## src/rtl/pc_fetch_ctrl.sv

```systemverilog
// Fetch-stage sequencer: owns the PC, issues one outstanding imem request at a time,
// drops stale responses after a redirect, and buffers one instruction for decode.
// Optional feature macro: PC_FETCH_CTRL_ALIGN_CHECK_EN (fault on misaligned redirect target).
module pc_fetch_ctrl #(
    parameter logic [31:0] BOOT_PC = 32'h1c000000
) (
    input  logic        clk,
    input  logic        rst,
    input  logic        excp_flag_i,
    input  logic [31:0] excp_target_i,
    input  logic        branch_flag_i,
    input  logic [31:0] branch_target_i,
    output logic        imem_req_o,
    output logic [31:0] imem_addr_o,
    input  logic        imem_ready_i,
    input  logic        imem_rvalid_i,
    input  logic [31:0] imem_rdata_i,
    output logic        inst_valid_o,
    input  logic        inst_ready_i,
    output logic [31:0] inst_o,
    output logic [31:0] inst_pc_o,
    output logic        inst_adef_o
);

    typedef enum logic [2:0] {BOOT, REQ, WAIT, DRAIN, HALT} state_t;

    state_t      state;
    logic [31:0] fetch_pc;
    logic [31:0] req_pc;
    logic        halt_pending;

    logic        redirect;
    logic        misaligned;
    logic        accept;
    logic        load_resp;
    logic [31:0] raw_target;
    logic [31:0] target;

    assign redirect   = excp_flag_i | branch_flag_i;
    assign raw_target = excp_flag_i ? excp_target_i : branch_target_i;

`ifdef PC_FETCH_CTRL_ALIGN_CHECK_EN
    assign target     = raw_target;
    assign misaligned = redirect & (raw_target[1:0] != 2'b00);
`else
    // Without the check, low address bits are simply discarded.
    assign target     = raw_target & ~32'h3;
    assign misaligned = 1'b0;
`endif

    // Request is gated so a response can never arrive while the buffer is still full.
    assign imem_req_o  = (state == REQ) & (~inst_valid_o | inst_ready_i);
    assign imem_addr_o = fetch_pc;
    assign accept      = imem_req_o & imem_ready_i;
    assign load_resp   = (state == WAIT) & imem_rvalid_i & ~redirect;

    always_ff @(posedge clk or negedge rst) begin
        if (!rst) begin
            state        <= BOOT;
            fetch_pc     <= BOOT_PC;
            req_pc       <= '0;
            halt_pending <= 1'b0;
            inst_valid_o <= 1'b0;
            inst_o       <= '0;
            inst_pc_o    <= '0;
            inst_adef_o  <= 1'b0;
        end else begin
            if (redirect) begin
                fetch_pc <= target;
            end else if (load_resp) begin
                fetch_pc <= req_pc + 32'd4;
            end

            if (accept) begin
                req_pc <= fetch_pc;
            end

            // A misaligned redirect replaces the buffer contents with a fault marker.
            if (redirect) begin
                inst_valid_o <= misaligned;
                if (misaligned) begin
                    inst_o      <= '0;
                    inst_pc_o   <= target;
                    inst_adef_o <= 1'b1;
                end
            end else if (load_resp) begin
                inst_valid_o <= 1'b1;
                inst_o       <= imem_rdata_i;
                inst_pc_o    <= req_pc;
                inst_adef_o  <= 1'b0;
            end else if (inst_valid_o & inst_ready_i) begin
                inst_valid_o <= 1'b0;
            end

            case (state)
                BOOT: begin
                    state <= misaligned ? HALT : REQ;
                end
                REQ: begin
                    if (accept) begin
                        state        <= redirect ? DRAIN : WAIT;
                        halt_pending <= misaligned;
                    end else if (misaligned) begin
                        state <= HALT;
                    end
                end
                WAIT: begin
                    if (redirect) begin
                        if (imem_rvalid_i) begin
                            state <= misaligned ? HALT : REQ;
                        end else begin
                            state        <= DRAIN;
                            halt_pending <= misaligned;
                        end
                    end else if (imem_rvalid_i) begin
                        state <= REQ;
                    end
                end
                DRAIN: begin
                    // The latest redirect decides where we land once the stale response is gone.
                    if (imem_rvalid_i) begin
                        state <= (redirect ? misaligned : halt_pending) ? HALT : REQ;
                    end else if (redirect) begin
                        halt_pending <= misaligned;
                    end
                end
                HALT: begin
                    if (redirect) begin
                        state <= misaligned ? HALT : REQ;
                    end
                end
                default: begin
                    state <= BOOT;
                end
            endcase
        end
    end

endmodule

```

## config.mk

```make
export PLATFORM = sky130hd
export DESIGN_NAME = pc_fetch_ctrl
export DESIGN_NICKNAME = d
export VERILOG_FILES = /design/src/rtl/pc_fetch_ctrl.sv
export SDC_FILE = /design/constraint.sdc
export NUM_CORES = 1
export LEC_CHECK = 0
export CORE_AREA = 4 4 147 149
export CTS_BUF_LIST = sky130_fd_sc_hd__clkbuf_2 sky130_fd_sc_hd__clkbuf_4 sky130_fd_sc_hd__clkbuf_8
export CTS_CLUSTER_DIAMETER = 30
export CTS_CLUSTER_SIZE = 20
export DETAILED_ROUTE_END_ITERATION = 12
export DIE_AREA = 0 0 151 153
export DONT_BUFFER_PORTS = 1
export PLACE_DENSITY = 0.54
export SLEW_MARGIN = 20
export SYNTH_ARGS = -nofsm -noshare
export SYNTH_HDL_FRONTEND = slang
export SYNTH_SLANG_ARGS = --single-unit
```

## constraint.sdc

```tcl
create_clock -name clk -period 4.15 [get_ports clk]
set_input_delay 0.2075 -clock clk [delete_from_list [all_inputs] [get_ports clk]]
set_output_delay 0.2075 -clock clk [all_outputs]
set_load 0.01 [all_outputs]
```

# Yosys cells after proc, flatten, opt, wreduce, memory -nomap -nowiden
# Index checks and enable logic that the tools add are counted.
# totals
register_bits,133
out_inout_bits,99
input_bits,103
elab_cells,56
# op_classes
bitwise,9
mux,21
n_addsub,1
eq_ne,11
reduce_logical,7
# ops
op,count
32-bit two-way mux,3
"32-bit by 3-bit adder with 32-bit output, second input constant",1
3-bit two-way mux,6
3-bit one-hot mux with 5 select lines,1
"2-bit != test, second input constant",6
1-bit two-way mux,9
"3-bit by 2-bit == test with 1-bit output, second input constant",2
3-bit nonzero test,2
1-bit AND,5
5-bit AND reduction,1
4-bit AND reduction,1
"3-bit by 1-bit == test with 1-bit output, second input constant",1
"3-bit == test, second input constant",1
3-bit zero test,1
"3-bit != test, second input constant",1
1-bit one-hot mux with 3 select lines,1
2-bit two-way mux,1
1-bit NOT,2
1-bit bitwise OR,2
2-bit AND reduction,1
2-bit nonzero test,1

# Depth between registers and ports, before layout
# Gate-level depths: netlist (run 1).
# depth
word_depth,6
depth_mapped,8
depth_no_buf,6

# Least setup slack after synthesis (run 1)
# No wires, ideal clock.
# synth_timing
kind,flip-flop to flip-flop
start,register inst_valid_o
end,register req_pc[10]
setup_time_ps,125
path_stages_with_launch,6
path_buffers,1
period_less_slack_ps,1755
required_ps,4025
slack_ps,2395
arrival_time_ps,1631
path_cell_list,dfrtp_1 -> nor2b_1 -> nor4b_2 -> nand2_1 -> buf_2 -> mux2_2
# synth_between
elab_chain_cells,4
# synth_rtl
element,line,source
start: declaration,18,"output logic inst_valid_o,"
start signal: assignment,80,inst_valid_o <= misaligned;
1-bit NOT,52,assign imem_req_o = (state == REQ) & (~inst_valid_o | inst_ready_i);
1-bit bitwise OR,52,
1-bit AND,52,
net imem_req_o,13,"output logic imem_req_o,"
1-bit AND,54,assign accept = imem_req_o & imem_ready_i;
end signal: assignment,75,req_pc <= fetch_pc;
end: declaration,29,logic [31:0] req_pc;
# The timed path passes the listed nets, and every way through them passes these cells.
# A chain may end at the register's enable or synchronous reset.

# Final worst setup path (run 1)
# layout_timing
start,register state[0]
end,"register fetch_pc[22], in the netlist imem_addr_o[22]"
# layout_between
elab_chain_cells,4
# layout_rtl
element,line,source
start: declaration,27,state_t state;
start signal: assignment,97,state <= misaligned ? HALT : REQ;
start signal: assignment,101,state <= redirect ? DRAIN : WAIT;
start signal: assignment,110,state <= misaligned ? HALT : REQ;
3-bit by 2-bit == test with 1-bit output,55,assign load_resp = (state == WAIT) & imem_rvalid_i & ~redirect;
1-bit AND (2 in a row),55,
2-bit nonzero test (no source line),--,
end signal: assignment,69,fetch_pc <= target;
end signal: assignment,71,fetch_pc <= req_pc + 32'd4;
end: declaration,28,logic [31:0] fetch_pc;
# No other way between the ends.

==> results of run 1 <==
[state kept, by name (all words and copies together), names as in the netlist]
name and cells:
halt_pending 1, imem_addr_o 32, inst_o 32, inst_pc_o 32, inst_valid_o 1, req_pc 32, state 3
[worst max-delay path, delay by kind of cell (launching register included)]
kind / cells / cell delay (ps)
and+or+nand+nor: 1 / 910
AOI/OAI and AO/OA: 3 / 700
DFF: 1 / 460
buffers and inverters: 2 / 1150
[cells in the mapped netlist (2+ instances only)]
| cell type | instances |
|---|---|
| a21boi_0 | 5 |
| nand4_1 | 8 |
| nor4_1 | 2 |
| nor4_4 | 3 |
| nor3_1 | 6 |
| and3_2 | 3 |
| buf_4 | 2 |
| inv_1 | 7 |
| a211oi_1 | 2 |
| nand3_1 | 15 |
| nor2b_1 | 3 |
| nand2b_1 | 7 |
| nand2_1 | 43 |
| o22a_1 | 2 |
| and4_1 | 3 |
| o311ai_0 | 6 |
| buf_2 | 11 |
| a221oi_1 | 3 |
| and3_1 | 4 |
| o21ai_0 | 11 |
| dfrtp_1 | 130 |
| o221ai_1 | 10 |
| clkbuf_1 | 10 |
| o22ai_1 | 3 |
| nor2_1 | 34 |
| clkbuf_8 | 6 |
| mux2_2 | 94 |
| xnor2_1 | 10 |
| xor2_1 | 15 |
| a21oi_1 | 31 |
| a22oi_1 | 9 |
| dfstp_2 | 3 |
| a22o_1 | 3 |
[power groups by stage]
| stage | clock [mW] | sequential [mW] | combinational [mW] |
|---|---|---|---|
| final | 1.03 | 1.86 | 0.566 |
| after global placement | 0 | 1.87 | 0.430 |
| after CTS | 1.07 | 1.86 | 0.569 |
| after floorplan | 0 | 1.77 | 0.401 |
| after detailed placement | 0 | 1.89 | 0.445 |
| after global routing | 1.13 | 1.90 | 0.628 |
[final timing paths]
path                                   end  slack [ps]  depth (start not counted)
max                        imem_addr_o[22]         860                          6
min                        imem_addr_o[25]          40                          2
max reg2reg                imem_addr_o[22]         860                          6
min reg2reg                 imem_addr_o[0]         540                          2
max in group asynchronous  imem_addr_o[15]        3220                          2
min in group asynchronous        inst_o[3]         390                          2
[cells by family (layout without fill, tap and decap cells)]
kind of cell	after synthesis	count (layout)	share of synthesized area
simple gates	138	138	0.118
flops	133	133	0.534
mux	96	96	0.173
compound gates	93	93	0.101
buf+inv	38	131	0.0361
xor+xnor	25	25	0.0351
fa+ha+maj	1	1	0.00201
other cells	1	3	0.000601
[cell type report]
class / count / area (µm²)
antenna: 2 / 5.00
clock buffer: 18 / 241
clock inverter: 14 / 129
fill: 1956 / 12500
inverter: 7 / 26.3
multi-input combinational: 354 / 2690
sequential: 133 / 3330
tap: 270 / 338
timing repair buffer: 92 / 938
[per-stage QoR]
step,cells,power [mW]
2_1_floorplan,525,2.17
3_3_place_gp,768,2.30
3_5_place_dp,768,2.33
4_1_cts,888,3.50
5_1_grt,890,3.65
6_report,890,3.45
[routing by layer]
layer  track usage  vias to the layer above
li1              -                     2067
met4        0.0643                        2
met3        0.0527                       22
met1         0.195                     2321
met2         0.278                      133
met5             0                        -
[timing repair]
item                      4_1_cts  5_1_grt
hold buffers                   88        0
hold endpoints to repair      196        0
gates resized for setup         0        0
buffers inserted                0        0
==> impl_results.md, run 1 <==
- Final HPWL DP: 12300 µm
- Switching part of the total power: 0.325
- GRT overflow: 0
- Initial Util: 0.309
- # setup viols final: 0
- Lkg Pwr: 3.41 nW
- Syn Area/Cell: 11.9 µm²
- FF-to-FF Start: state[0]
- Post-synthesis cell area: 6240 µm²
- Endpoint class of the critical path: flop
- Critical path cell sequence: nand4bb_1, a221oi_1, a21oi_1, dlygate4sd3_1, a21oi_1, dlygate4sd3_1
- Layout cells sized above 1: 0.239
- Util after Layout: 0.382
- Total number of vias: 4545
- Vias in the first global route: 4962
- Fmax: 304 MHz
- DP Worst Slack: 1570 ps
- Die Wd: 151 µm
- Ys Warns: 0
- Slew margin rel.: 0.305
- PwrDens: 448 nW/µm²
- Initial antenna violation count: 3
- Async SR Flop Fraction: 1.00
- Core area: 20200 µm²
- Type of origin of the critical path: flop
- Clock share of power: 0.298
- Residual DRC count: 0
- Sw power: 1.12 mW
- Critical Path Source: state[0]
- Crit-path slowest cell: nand4bb_1
- GRT Util Overall: 0.165
- CTS max path bufs: 2
- Reg clk slew, reported paths: 80 ps
- Distinct cells, synth: 54
- Tmin final: 3290 ps
- Post-synth EDFFs: 0
- Wl on met1: 7450 µm
- Critical Path Fanout Max: 15
- Max-cap viol count: 0
- CTS Root Cell: clkbuf_8
- Number of CTS-inserted buffers: 17
- Synth area leaders: dfrtp_1, mux2_2, nand2_1, a21oi_1, xor2_1
- RSZ-0062 raised after global routing: no
- Int Power: 2.33 mW
- Num rows: 52
- Peak VDD IR: 0.178 mV
- Commonest non-fill, non-tap cells in the layout: dfrtp_1, mux2_2, dlygate4sd3_1
- Drt total wl: 19000 µm
- Crit path DAT: 3660 ps
- Nets: 709
- H-tree Lvls: 4
- Top sig layer: met5
- Mapped Cells: 525
- Final hold viol count: 0
- Synth area leader: dfrtp_1
- Req. time, crit path: 4530 ps
- Clock latency on the worst-skew pair: 440 ps
- Synth Register Bits: 133
- Routed vias/inst: 5.11
- Largest net degree at the start of global routing: 134
- Synth Net Count: 629
- Port Buffers: 0
- Combinational share of power: 0.164
- Area after DPL: 6410 µm²
- Antenna-violating nets left: 0
- Final setup TNS: 0 ps
- P&R area growth vs syn: 23.5%
- DR WL/cell: 21.4 µm
- Global placement routability congestion: 0.750
- Sequential share of power: 0.538
- Die H: 153 µm
- Starting DRT DRC Count: 160
- Worst min-delay path class: in2reg
- CP Class: reg2reg
- Worst clock skew: 10.8 ps
- Worst Tran Pin Value: 1040 ps
- Wire length on met2: 9950 µm
- Area share of the largest cell type after synthesis: 0.522
- Fin worst setup slack: 862 ps
- Met3 WL: 1250 µm
- Hold wc startpoint: branch_target_i[25]
- Clock Sinks: 133
- Final instance area: 7700 µm²
- Most common cell after layout, fill and taps aside: dfrtp_1
- Max incr delay on CP: 910 ps
- Outcome: finished clean
- Max Transition Viols Final: 0
- Wire length of the first global-routing pass: 28900 µm
- Die area: 23100 µm²
- Hold Slack: 40.1 ps
- Register area share after synthesis: 0.534
- Final worst-path cycle share: 0.792
- CTS tree: done
- I/O pin total: 202
- DRT Pass-1 Iters: 4
- Post-synth top flop: dfrtp_1
(Power assumes the default switching activity.)
==> inputs of run 2 (changes only) <==
==> constraint.sdc (replaced) <==
create_clock -name clk -period 3.4 [get_ports clk]
set_input_delay 0.17 -clock clk [delete_from_list [all_inputs] [get_ports clk]]
set_output_delay 0.17 -clock clk [all_outputs]
set_load 0.01 [all_outputs]
==> run 2 against run 1 <==
  * Sequential power increased by 22%
  * Die area unchanged
  * Cell count grew 0.90%
  * Flip-flop and latch count is the same
  * Global-route usage up 0.35 points
  * Register-to-register slack worse by 330 ps
  * Critical endpoint is now imem_addr_o[16]
  * Highest routed layer is now met4
==> impl_results.md, run 2 (synthesized netlist as in run 1, its figures left out) <==
- Total number of vias: 4676 (+2.9%)
- Worst Tran Pin Value: 1040 ps (-1.56 ps)
- Initial antenna violation count: 2 (-1)
- Global placement routability congestion: 0.735 (-2.1%)
- Hold Slack: 60.5 ps (+20.4 ps)
- Residual DRC count: 0 (unchanged)
- Die area: 23100 µm² (unchanged)
- CTS max path bufs: 2 (unchanged)
- FF-to-FF Start: req_pc[2]
- Worst clock skew: 11.3 ps (+0.500 ps)
- WHS Path Cells: 3 (+1)
- Commonest non-fill, non-tap cells in the layout: dfrtp_1, mux2_2, dlygate4sd3_1
- Critical path cell sequence: ha_1, nand3_1, nor3_1, and3_2, xnor2_1, o221ai_1, dlygate4sd3_1
- RSZ-0062 raised after global routing: no
- Number of CTS-inserted buffers: 17 (unchanged)
- Hold wc startpoint: branch_flag_i
- Port Buffers: 0 (unchanged)
- DRT Pass-1 Iters: 4 (unchanged)
- Die H: 153 µm (unchanged)
- Worst R2R Setup Slack: 530 ps (-330 ps)
- Post-CTS Resized: 0 (unchanged)
- Largest net degree at the start of global routing: 134 (unchanged)
- Drt total wl: 19300 µm (+1.5%)
- Wire length of the first global-routing pass: 29700 µm (+2.7%)
- Reg clk slew, reported paths: 80 ps (about the same)
- Endpoint class of the critical path: flop
- PwrDens: 545 nW/µm² (+22%)
- WP buf/inv: 1 (-1)
- Outcome: finished clean
- Nets: 717 (+1.1%)
- Routed vias/inst: 5.21 (+2.0%)
- Lkg Pwr: 3.45 nW (+1.1%)
- CP Class: reg2reg
- # setup viols final: 0 (unchanged)
- CTS Root Cell: clkbuf_8
- H-tree Lvls: 4 (unchanged)
- GRT overflow: 0 (unchanged)
- Reg-to-reg endpoint: imem_addr_o[16]
- P&R area growth vs syn: 24.7%
- Final worst-path cycle share: 0.844 (+0.0515)
- Final hold viol count: 0 (unchanged)
- Layout cells sized above 1: 0.240 (about the same)
- CTS tree: done
- CP delay by family, top: simple AND/OR/NAND/NOR gates
- Crit path DAT: 3210 ps (-450 ps)
- Initial Util: 0.309 (unchanged)
- I/O pin total: 202 (unchanged)
- Req. time, crit path: 3740 ps (-790 ps)
- GRT Util Overall: 0.168 (+0.00355)
- Die Wd: 151 µm (unchanged)
- Clock latency on the worst-skew pair: 450 ps (about the same)
- Max-cap viol count: 0 (unchanged)
- Max incr delay on CP: 680 ps (-230 ps)
- Slew margin rel.: 0.308 (+0.00349)
- Num rows: 52 (unchanged)
- Antenna-violating nets left: 0 (unchanged)
- Critical Path Fanout Max: 7 (-8)
- Core area: 20200 µm² (unchanged)
- Fmax: 349 MHz (+15%)
- Hold Path End: imem_addr_o[31]
- Clock Sinks: 133 (unchanged)
- Path depth of the worst reg2reg path: 7 (+1)
- Crit-path slowest cell: nor3_1
- Type of origin of the critical path: flop
- Peak VDD IR: 0.261 mV (+47%)
- Final HPWL DP: 12500 µm (+1.0%)
- Starting DRT DRC Count: 189 (+18%)
- Most common cell after layout, fill and taps aside: dfrtp_1
- Final setup TNS: 0 ps (unchanged)
- Max Transition Viols Final: 0 (unchanged)
- DR WL/cell: 21.5 µm (+0.64%)
- # fillers: 1950 (-0.31%)
- Tmin final: 2870 ps (-419 ps)
- Worst min-delay path class: in2reg
- Vias in the first global route: 5149 (+3.8%)
-- run 2: cell types whose count changed in the layout (fill, tap and decap cells not counted), sizes merged --
cell / previous run / this run
dlygate4sd3: 86 / 92
buf: 6 / 8
-- run 2: report_power, final --
part	internal, mW	leakage [nW]	switching (mW)
registers	1.85	1.71	0.419
logic	0.408	1.55	0.290
clock network	0.591	0.183	0.678
-- run 2: worst max path at each step --
stage,cells after the start,slack [ps],from,to
floorplan,5,1640,inst_valid_o,req_pc[10]
global placement,6,1120,req_pc[2],imem_addr_o[16]
detailed placement,6,1060,req_pc[2],imem_addr_o[24]
CTS,7,520,req_pc[2],imem_addr_o[16]
global route,7,300,req_pc[2],imem_addr_o[18]
finish,7,530,req_pc[2],imem_addr_o[16]
-- run 2: area by class of cell --
type / count / area (µm²) / area share
antenna: 2 / 5.00 / 0.000644
clock inverter: 14 / 129 / 0.0166
sequential: 133 / 3330 / 0.429
clock buffer: 18 / 241 / 0.0311
multi-input combinational: 354 / 2690 / 0.346
timing repair buffer: 100 / 1010 / 0.130
tap: 270 / 338 / 0.0435
inverter: 7 / 26.3 / 0.00338
-- run 2: worst register-to-register path: stages, from the launching register on --
cell and delay (ps):
dfrtp_1 450, ha_1 230, nand3_1 260, nor3_1 680, and3_2 300, xnor2_1 140, o221ai_1 130, dlygate4sd3_1 570
-- run 2: what timing repair did --
action,in CTS,in global routing
setup buffers,0,0
hold buffers,94,0
hold endpoints to repair,197,0
-- run 2: through the flow --
stage / setup WS [ps] / total power [mW] / util / std cells / cell area [µm²]
2_1_floorplan: 1640 / 2.65 / - / 525 / 6240
3_3_place_gp: 1120 / 2.81 / 0.319 / 770 / 6430
3_5_place_dp: 1060 / 2.85 / 0.319 / 770 / 6430
4_1_cts: 524 / 4.29 / 0.385 / 896 / 7770
5_1_grt: 301 / 4.48 / 0.385 / 898 / 7770
6_report: 531 / 4.24 / 0.385 / 898 / 7770
-- run 2: metal layers --
layer / routed length [µm] / track usage
met1: 7670 / 0.202
met2: 9960 / 0.283
met3: 1300 / 0.0533
met5: 0 / 0
met4: 374 / 0.0596
